==> src/rtl/panel_switch_reader_if.sv <==
// Switch-panel bundle: raw active-low pins in, debounced level and edge pulses out.
interface panel_switch_reader_if #(
    parameter int unsigned WIDTH = 8
);
    logic [WIDTH-1:0] SW_N;
    logic [WIDTH-1:0] STATE;
    logic [WIDTH-1:0] PRESS;
    logic [WIDTH-1:0] RELEASE;
    logic             CHANGED;

    modport master (output SW_N, input STATE, PRESS, RELEASE, CHANGED);
    modport slave  (input SW_N, output STATE, PRESS, RELEASE, CHANGED);
endinterface

==> src/rtl/panel_switch_reader.sv <==
// Front-panel switch reader: 2-flop sync, per-channel debounce, press/release pulses.
// Debounce counters exist only when PANEL_SW_DEBOUNCE_EN is defined; otherwise STATE follows s2.
module panel_switch_reader #(
    parameter int unsigned WIDTH           = 8,
    parameter int unsigned DEBOUNCE_CYCLES = 16
) (
    input logic                  CLK,
    input logic                  RST,
    panel_switch_reader_if.slave sw
);
    logic [WIDTH-1:0] s1_q, s2_q;
    logic [WIDTH-1:0] state_q, press_q, release_q;
    logic             changed_q;
    logic [WIDTH-1:0] state_d, press_d, release_d;

`ifdef PANEL_SW_DEBOUNCE_EN
    localparam int unsigned CntW = $clog2(DEBOUNCE_CYCLES + 1);
    localparam logic [CntW-1:0] CntLast = CntW'(DEBOUNCE_CYCLES - 1);

    logic [CntW-1:0] cnt_q [WIDTH];
    logic [CntW-1:0] cnt_d [WIDTH];

    // Flip only after DEBOUNCE_CYCLES consecutive disagreeing samples.
    always_comb begin
        state_d   = state_q;
        press_d   = '0;
        release_d = '0;
        for (int i = 0; i < int'(WIDTH); i++) begin
            cnt_d[i] = '0;
            if (s2_q[i] != state_q[i]) begin
                if (cnt_q[i] == CntLast) begin
                    state_d[i]   = s2_q[i];
                    press_d[i]   = s2_q[i];
                    release_d[i] = ~s2_q[i];
                end else begin
                    cnt_d[i] = cnt_q[i] + 1'b1;
                end
            end
        end
    end

    always_ff @(posedge CLK) begin
        for (int i = 0; i < int'(WIDTH); i++) begin
            if (RST) begin
                cnt_q[i] <= '0;
            end else begin
                cnt_q[i] <= cnt_d[i];
            end
        end
    end
`else
    logic unused_debounce;
    assign unused_debounce = ^DEBOUNCE_CYCLES;

    always_comb begin
        state_d   = s2_q;
        press_d   = s2_q & ~state_q;
        release_d = ~s2_q & state_q;
    end
`endif

    always_ff @(posedge CLK) begin
        if (RST) begin
            s1_q      <= '0;
            s2_q      <= '0;
            state_q   <= '0;
            press_q   <= '0;
            release_q <= '0;
            changed_q <= 1'b0;
        end else begin
            s1_q      <= ~sw.SW_N;
            s2_q      <= s1_q;
            state_q   <= state_d;
            press_q   <= press_d;
            release_q <= release_d;
            changed_q <= |{press_d, release_d};
        end
    end

    assign sw.STATE   = state_q;
    assign sw.PRESS   = press_q;
    assign sw.RELEASE = release_q;
    assign sw.CHANGED = changed_q;

endmodule

==> src/flat_wrapper.sv <==
// flat-port wrapper written by rule: the top's interface ports become plain ports
module panel_switch_reader_flat 
#(
    parameter int unsigned WIDTH           = 8,
    parameter int unsigned DEBOUNCE_CYCLES = 16
)
  (CLK, RST, sw_SW_N, sw_STATE, sw_PRESS, sw_RELEASE, sw_CHANGED);
  panel_switch_reader_if #(.WIDTH(WIDTH)) sw_i ();
  input logic CLK;
  input logic RST;
  input wire logic [$bits(sw_i.SW_N)-1:0] sw_SW_N;
  output wire logic [$bits(sw_i.STATE)-1:0] sw_STATE;
  output wire logic [$bits(sw_i.PRESS)-1:0] sw_PRESS;
  output wire logic [$bits(sw_i.RELEASE)-1:0] sw_RELEASE;
  output wire logic [$bits(sw_i.CHANGED)-1:0] sw_CHANGED;
  assign sw_i.SW_N = sw_SW_N;
  assign sw_STATE = sw_i.STATE;
  assign sw_PRESS = sw_i.PRESS;
  assign sw_RELEASE = sw_i.RELEASE;
  assign sw_CHANGED = sw_i.CHANGED;
  panel_switch_reader #(.WIDTH(WIDTH), .DEBOUNCE_CYCLES(DEBOUNCE_CYCLES)) u_core (.CLK(CLK), .RST(RST), .sw(sw_i));
endmodule
==> config.mk <==
export PLATFORM = sky130hd
export DESIGN_NAME = panel_switch_reader_flat
export DESIGN_NICKNAME = d
export VERILOG_FILES = /design/src/rtl/panel_switch_reader_if.sv /design/src/rtl/panel_switch_reader.sv /design/src/flat_wrapper.sv
export SDC_FILE = /design/constraint.sdc
export NUM_CORES = 1
export LEC_CHECK = 0
export ABC_AREA = 0
export CAP_MARGIN = 20
export CORE_MARGIN = 2
export CORE_UTILIZATION = 48
export CTS_CLUSTER_SIZE = 16
export DETAILED_ROUTE_END_ITERATION = 6
export PLACE_DENSITY = 0.85
export SYNTH_ARGS = -nofsm -noshare
export SYNTH_HDL_FRONTEND = slang
export SYNTH_SLANG_ARGS = --single-unit
==> constraint.sdc <==
create_clock -name CLK -period 1.5 [get_ports CLK]
set_input_delay 0.3 -clock CLK [delete_from_list [all_inputs] [get_ports CLK]]
set_output_delay 0.3 -clock CLK [all_outputs]
set_load 0.05 [all_outputs]
==> results of run 1 <==
-- cells in the mapped netlist --
library cell,count,area [um2]
sky130_fd_sc_hd__a21oi_1,1,5.00
sky130_fd_sc_hd__and2b_1,2,15.0
sky130_fd_sc_hd__buf_4,1,7.51
sky130_fd_sc_hd__buf_6,2,22.5
sky130_fd_sc_hd__dfxtp_1,41,821
sky130_fd_sc_hd__nor2_1,8,30.0
sky130_fd_sc_hd__nor2b_1,19,119
sky130_fd_sc_hd__nor2b_2,3,26.3
sky130_fd_sc_hd__nor3b_1,7,52.6
sky130_fd_sc_hd__nor3b_2,1,12.5
sky130_fd_sc_hd__nor4_1,2,12.5
sky130_fd_sc_hd__xor2_1,8,70.1
-- stage by stage --
stage	hold WS, ns	setup slack (ns)	cell area [um2]	cells
after detailed placement	0.420	0.0581	1730	158
after CTS	0.446	0.222	1800	166
final	0.441	0.233	1800	166
after global routing	0.459	0.181	1800	166
after global placement	0.417	0.102	1730	158
after floorplan	0.372	0.251	1190	95
-- power by group --
group          leakage [nW]  total, mW  internal (mW)  switching (mW)
clock                0.0413      0.591          0.272           0.319
sequential            0.336       1.15           1.13          0.0259
combinational         0.409      0.210          0.108           0.102
-- cells by family after synthesis --
| logic type | after synthesis | synth area share [%] |
|---|---|---|
| xor+xnor | 8 | 5.87 |
| simple gates | 42 | 22.4 |
| flops | 41 | 68.8 |
| buf+inv | 3 | 2.52 |
| compound gates | 1 | 0.419 |
-- worst reg2reg max path: stages (launching register included) --
cell and delay [ns]:
sky130_fd_sc_hd__dfxtp_1 0.45, sky130_fd_sc_hd__xor2_1 0.10, sky130_fd_sc_hd__nor4_1 0.34, sky130_fd_sc_hd__a21oi_1 0.12
-- cell type report --
type                            instances  area share [%]
Clock inverter                          1           0.278
Sequential cell                        41            45.6
Multi-Input combinational cell         51            19.0
Tap cell                               30            2.08
Timing Repair Buffer                   36            29.4
Clock buffer                            7            3.61
-- cell usage in the layout (no fill, tap or decap) --
cell | netlist | routed
sky130_fd_sc_hd__nor2_1 | 8 | 8
sky130_fd_sc_hd__nor3b_2 | 1 | 1
sky130_fd_sc_hd__a21oi_1 | 1 | 1
sky130_fd_sc_hd__clkbuf_4 | 0 | 5
sky130_fd_sc_hd__nor2b_1 | 19 | 19
sky130_fd_sc_hd__clkbuf_8 | 0 | 2
sky130_fd_sc_hd__clkdlybuf4s50_1 | 0 | 9
sky130_fd_sc_hd__nor3b_1 | 7 | 7
sky130_fd_sc_hd__nor2b_2 | 3 | 3
sky130_fd_sc_hd__nor4_1 | 2 | 2
sky130_fd_sc_hd__buf_12 | 0 | 19
sky130_fd_sc_hd__clkinv_2 | 0 | 1
sky130_fd_sc_hd__buf_4 | 1 | 8
sky130_fd_sc_hd__dfxtp_1 | 41 | 41
sky130_fd_sc_hd__xor2_1 | 8 | 8
sky130_fd_sc_hd__and2b_1 | 2 | 2
-- sequential cells by signal, indices dropped and copies added (netlist names) --
name               flops
u_core.sw.STATE        8
u_core.sw.CHANGED      1
u_core.s1_q            8
u_core.sw.RELEASE      8
u_core.sw.PRESS        8
u_core.s2_q            8
-- worst max path at each step --
| stage | slack [ns] | cells after the start | end |
|---|---|---|---|
| final | 0.23 | 1 | sw_STATE[2] |
| after floorplan | 0.25 | 3 | u_core.sw.CHANGED |
| after detailed placement | 0.06 | 4 | u_core.sw.PRESS[0] |
| after global placement | 0.10 | 4 | u_core.sw.PRESS[3] |
| after CTS | 0.22 | 1 | sw_STATE[2] |
| after global routing | 0.18 | 1 | sw_STATE[2] |
-- layer usage --
layer / part of all wire [%] / up-vias / GRT usage (%)
met5: 0 / - / 0
met2: 55 / 28 / 26.4
li1: - / 375 / -
met1: 37 / 328 / 15.0
met3: 6.3 / 2 / 6.11
met4: 1.3 / 0 / 6.84
==> impl_table.tex, run 1 <==
\begin{tabular}{lr}
\hline
Metric & Value \\
\hline
\multicolumn{2}{l}{\textbf{Worst setup path}} \\
Arrival @ worst endpoint & 0.97 ns \\
Number of cells traversed by the worst register-to-register path & 3 \\
FF-to-FF Start & u\_core.sw.STATE[7] \\
Crit path kind & reg -> out \\
Crit path buf inv count & 1 \\
Reg-to-reg endpoint & u\_core.sw.CHANGED \\
CP Max Fanout & 4 \\
Kind of launch point of the worst setup path & flip-flop \\
Cells along the critical path & buf\_12 \\
Critical path's largest stage delay & 0.46 ns \\
Cell with the largest stage delay on the worst path & sky130\_fd\_sc\_hd\_\_dfxtp\_1 \\
Req. time, crit path & 1.20 ns \\
Critical Path End Type & output port \\
Largest delay share family, worst path & flip-flops \\
Slack of the worst reg-to-reg path & 0.39 ns \\
Worst setup startpoint & u\_core.sw.STATE[2] \\
\multicolumn{2}{l}{\textbf{Route}} \\
Iteration-0 DRC count of the detailed router & 7 \\
Number of remaining DRC errors & 0 \\
Via total after detailed routing & 733 \\
Via density per instance & 4.42 \\
Initial DRT Pass Iterations & 4 \\
Total routed wirelength & 1770 um \\
Antenna Nets Post-Route & 0 \\
Routed length per instance & 10.7 um \\
\multicolumn{2}{l}{\textbf{Timing}} \\
Sum Neg Setup Slack & 0 ns \\
Achievable clock frequency & 0.789 GHz \\
Final Hold Violating Endpoints & 0 \\
Max-slew violation count & 0 \\
Unrepaired setup endpoints after global routing & no \\
Actual transition at the worst max-transition pin & 0.296 ns \\
Minimum period implied by the final worst setup slack & 1.27 ns \\
Clock skew after layout & 0.00806 ns \\
Tightest slew margin relative to the limit & 80.1\% \\
Final setup fails & 0 \\
Ratio of final minimum period to clock period & 84.5\% \\
\multicolumn{2}{l}{\textbf{Floorplanning}} \\
Number of placement rows & 18 \\
Core Footprint & 2410 um2 \\
X dimension of the die & 53.9 um \\
Die Footprint & 2900 um2 \\
Die extent in y & 53.9 um \\
Initial Util & 49.5\% \\
Number of top-level design ports & 35 \\
\multicolumn{2}{l}{\textbf{Clocking}} \\
Hold\_buf cts & 0 \\
Resized cells post-CTS & 0 \\
Count of clock tree sinks & 41 \\
TritonCTS clock tree & done \\
Root buf cell & sky130\_fd\_sc\_hd\_\_clkbuf\_4 \\
Count of H-tree levels built during CTS & 2 \\
Total setup buffers inserted after CTS & 0 \\
Number of buffers inserted during clock tree synthesis & 5 \\
Clock latency at the later pin of the worst-skew pair & 0.33 ns \\
Maximum buffer depth of the clock tree & 2 \\
Clock-pin slew of the registers on the worst-case setup and hold paths & 0.11 ns \\
\multicolumn{2}{l}{\textbf{Synth}} \\
Gate Count Post-Synth & 95 \\
Seq/Total Area, Yosys & 68.8\% \\
Cell area after synthesis & 1190 um2 \\
Synth unique cells & 12 \\
Mapped Avg Cell Area & 12.6 um2 \\
Number of nets in the synthesized netlist & 105 \\
Total of flip-flops plus latches after synthesis & 41 \\
Yosys synthesis warning count & 0 \\
\multicolumn{2}{l}{\textbf{Final layout}} \\
Final core occ & 74.8\% \\
Final-layout fill cell count & 161 \\
Register cell area after layout & 821 um2 \\
Share of final-layout standard cells stronger than drive strength 1 & 28.7\% \\
Area added between synthesis and finish & 50.9\% \\
Antenna Cells & 0 \\
Area of the multi-input gates & 343 um2 \\
Final layout net count & 145 \\
\multicolumn{2}{l}{\textbf{Global routing}} \\
Total global routing track utilization & 14.9\% \\
GR Overflow Total & 0 \\
Maximum number of pins on one net before global-route repair & 27 \\
Initial antenna violation count & 0 \\
Vias in the first global route & 666 \\
First-pass GRT wire length & 2940 um \\
\multicolumn{2}{l}{\textbf{Run}} \\
Number of maximum-capacitance violations & 0 \\
\multicolumn{2}{l}{\textbf{Min path}} \\
Hold Path End & u\_core.s2\_q[2] \\
Startpoint of the tightest hold check path & u\_core.s1\_q[2] \\
Number of instances on the worst hold path & 1 \\
Hold crit path type & reg -> reg \\
\multicolumn{2}{l}{\textbf{Pwr}} \\
Reported leakage power & 0.786 nW \\
Post-layout total power & 1.95 mW \\
Cell area power density & 1080 nW/um2 \\
Maximum vdd drop & 0.996 mV \\
\multicolumn{2}{l}{\textbf{Status}} \\
Status & completed \\
\multicolumn{2}{l}{\textbf{Place}} \\
Gpl congestion & 0.707 \\
\# port buffers & 34 \\
\hline
\end{tabular}
Power figures use the tool's default switching activity.
==> run 2, diff against run 1 <==
--- a/config.mk
+++ b/config.mk
@@ -8,10 +8,10 @@
 export ABC_AREA = 0
 export CAP_MARGIN = 20
 export CORE_MARGIN = 2
-export CORE_UTILIZATION = 48
+export CORE_UTILIZATION = 45
 export CTS_CLUSTER_SIZE = 16
 export DETAILED_ROUTE_END_ITERATION = 6
-export PLACE_DENSITY = 0.85
+export PLACE_DENSITY = 0.81
 export SYNTH_ARGS = -nofsm -noshare
 export SYNTH_HDL_FRONTEND = slang
 export SYNTH_SLANG_ARGS = --single-unit
==> constraint.sdc (replaced) <==
create_clock -name CLK -period 1.2 [get_ports CLK]
set_input_delay 0.24 -clock CLK [delete_from_list [all_inputs] [get_ports CLK]]
set_output_delay 0.24 -clock CLK [all_outputs]
set_load 0.05 [all_outputs]
==> run 2 against run 1 <==
Sequential share of layout area down 3.0 points. Die area is 6.2% higher. Global-route usage is 0.94 points lower. Flip-flop and latch count unchanged. Clock power rose by 83%. Final cell count up 1.8%. Power up 43%. Critical path type unchanged.
==> impl_table.tex, run 2 (synthesis results as in run 1) <==
\begin{tabular}{lr}
\hline
Metric & Value \\
\hline
\multicolumn{2}{l}{\textbf{Timing}} \\
Max-slew violation count & 0 \\
Unrepaired setup endpoints after global routing & no \\
Final setup fails & 0 \\
Actual transition at the worst max-transition pin & 0.292 ns \\
Minimum period implied by the final worst setup slack & 1.13 ns \\
Clock skew after layout & 0.00541 ns \\
Achievable clock frequency & 0.884 GHz \\
Tightest slew margin relative to the limit & 80.4\% \\
Ratio of final minimum period to clock period & 94.3\% \\
Final Hold Violating Endpoints & 0 \\
\multicolumn{2}{l}{\textbf{Worst setup path}} \\
Arrival @ worst endpoint & 0.89 ns \\
Crit path kind & reg -> out \\
Largest delay share family, worst path & flip-flops \\
Reg-to-reg endpoint & u\_core.sw.CHANGED \\
Number of cells traversed by the worst register-to-register path & 3 \\
Cell with the largest stage delay on the worst path & sky130\_fd\_sc\_hd\_\_dfxtp\_2 \\
Critical path's largest stage delay & 0.40 ns \\
Req. time, crit path & 0.96 ns \\
FF-to-FF Start & u\_core.s2\_q[7] \\
Worst setup startpoint & u\_core.sw.STATE[0] \\
Critical Path End Type & output port \\
Kind of launch point of the worst setup path & flip-flop \\
CP Max Fanout & 4 \\
Cells along the critical path & buf\_12 \\
Crit path buf inv count & 1 \\
Slack of the worst reg-to-reg path & 0.15 ns \\
\multicolumn{2}{l}{\textbf{Min path}} \\
Number of instances on the worst hold path & 2 \\
Hold crit path type & in -> reg \\
Startpoint of the tightest hold check path & sw\_SW\_N[5] \\
Hold Path End & u\_core.s1\_q[5] \\
\multicolumn{2}{l}{\textbf{Clocking}} \\
Number of buffers inserted during clock tree synthesis & 5 \\
Count of clock tree sinks & 41 \\
Clock latency at the later pin of the worst-skew pair & 0.35 ns \\
Count of H-tree levels built during CTS & 2 \\
TritonCTS clock tree & done \\
Root buf cell & sky130\_fd\_sc\_hd\_\_clkbuf\_4 \\
Clock-pin slew of the registers on the worst-case setup and hold paths & 0.12 ns \\
Maximum buffer depth of the clock tree & 2 \\
\multicolumn{2}{l}{\textbf{Final layout}} \\
Antenna Cells & 0 \\
Final cell count without fillers & 169 \\
Top library cells by usage in the layout, fill and taps aside & 33 x sky130\_fd\_sc\_hd\_\_dfxtp\_1, 26 x sky130\_fd\_sc\_hd\_\_buf\_12, 19 x sky130\_fd\_sc\_hd\_\_nor2b\_1 \\
Final layout net count & 148 \\
Area added between synthesis and finish & 63.7\% \\
Commonest non-fill, non-tap cell in the layout & sky130\_fd\_sc\_hd\_\_dfxtp\_1 \\
Share of final-layout standard cells stronger than drive strength 1 & 36.0\% \\
\multicolumn{2}{l}{\textbf{Route}} \\
Iteration-0 DRC count of the detailed router & 2 \\
Antenna Nets Post-Route & 0 \\
Via density per instance & 4.48 \\
Number of remaining DRC errors & 0 \\
Via total after detailed routing & 757 \\
Initial DRT Pass Iterations & 2 \\
Routed length per instance & 10.8 um \\
Total routed wirelength & 1820 um \\
\multicolumn{2}{l}{\textbf{Pwr}} \\
Maximum vdd drop & 1.67 mV \\
Cell area power density & 1430 nW/um2 \\
Post-layout total power & 2.80 mW \\
Reported leakage power & 0.839 nW \\
\multicolumn{2}{l}{\textbf{Floorplanning}} \\
X dimension of the die & 55.5 um \\
Die Footprint & 3080 um2 \\
Number of top-level design ports & 35 \\
Core Footprint & 2500 um2 \\
Number of placement rows & 18 \\
Initial Util & 47.7\% \\
Die extent in y & 55.5 um \\
\multicolumn{2}{l}{\textbf{Run}} \\
Number of maximum-capacitance violations & 0 \\
\multicolumn{2}{l}{\textbf{Status}} \\
Status & completed \\
\multicolumn{2}{l}{\textbf{Global routing}} \\
Total global routing track utilization & 13.9\% \\
GR Overflow Total & 0 \\
Initial antenna violation count & 0 \\
Maximum number of pins on one net before global-route repair & 19 \\
Vias in the first global route & 774 \\
First-pass GRT wire length & 3190 um \\
\multicolumn{2}{l}{\textbf{Place}} \\
\# port buffers & 34 \\
Gpl congestion & 0.674 \\
Placed Instances & 162 \\
HPWL after DPL & 1420 um \\
\hline
\end{tabular}
run 2: changes by cell type in the layout (fill, tap and decap cells not counted), sizes merged:
cell	change
buf	+3
bufinv	+2
clkbuf	-2
run 2: where the power goes:
group / internal [mW] / switching [mW]
clock network: 0.645 / 0.430
registers: 1.41 / 0.0357
logic: 0.153 / 0.127
run 2: cell type report:
type | count | area (um2)
clock buffers | 5 | 37.5
well taps | 30 | 37.5
fillers | 144 | 546
flip-flops and latches | 41 | 831
clock inverters | 3 | 65.1
repair buffers | 39 | 641
multi-input cells | 51 | 343
run 2: worst max path at each step:
stage | to | slack, ns | depth (start not counted)
6_report | sw_STATE[0] | 0.07 | 1
5_1_grt | sw_STATE[1] | 0.02 | 1
4_1_cts | sw_STATE[0] | 0.04 | 1
3_5_place_dp | u_core.sw.PRESS[4] | -0.13 | 4
3_3_place_gp | u_core.sw.PRESS[2] | -0.11 | 4
2_1_floorplan | u_core.sw.CHANGED | 0.002 | 3
run 2: routing by layer:
metal | GRT usage (%) | wire, um | vias up
met2 | 23.0 | 961 | 24
met3 | 6.56 | 115 | 7
met1 | 14.2 | 694 | 341
li1 | - | - | 385
met4 | 8.36 | 49 | 0
met5 | 0 | 0 | -
run 2: timing repair:
action                                 CTS  global route
setup endpoints to repair                3             0
setup buffers                            1             0
gates resized for setup                  3             0
hold buffers                             0             0
endpoints found under the hold margin    0             0
run 2: metrics by stage:
step	hold slack (ns)	setup WS (ns)	TNS, ns	utilization, %	instance area (um2)
5_1_grt	0.409	0.0210	0	78.2	1950
2_1_floorplan	0.312	0.00249	0	-	1200
4_1_cts	0.393	0.0387	0	78.2	1950
6_report	0.409	0.0684	0	78.2	1950
3_5_place_dp	0.423	-0.127	-1.35	74.2	1860
3_3_place_gp	0.417	-0.111	-1.13	74.2	1860
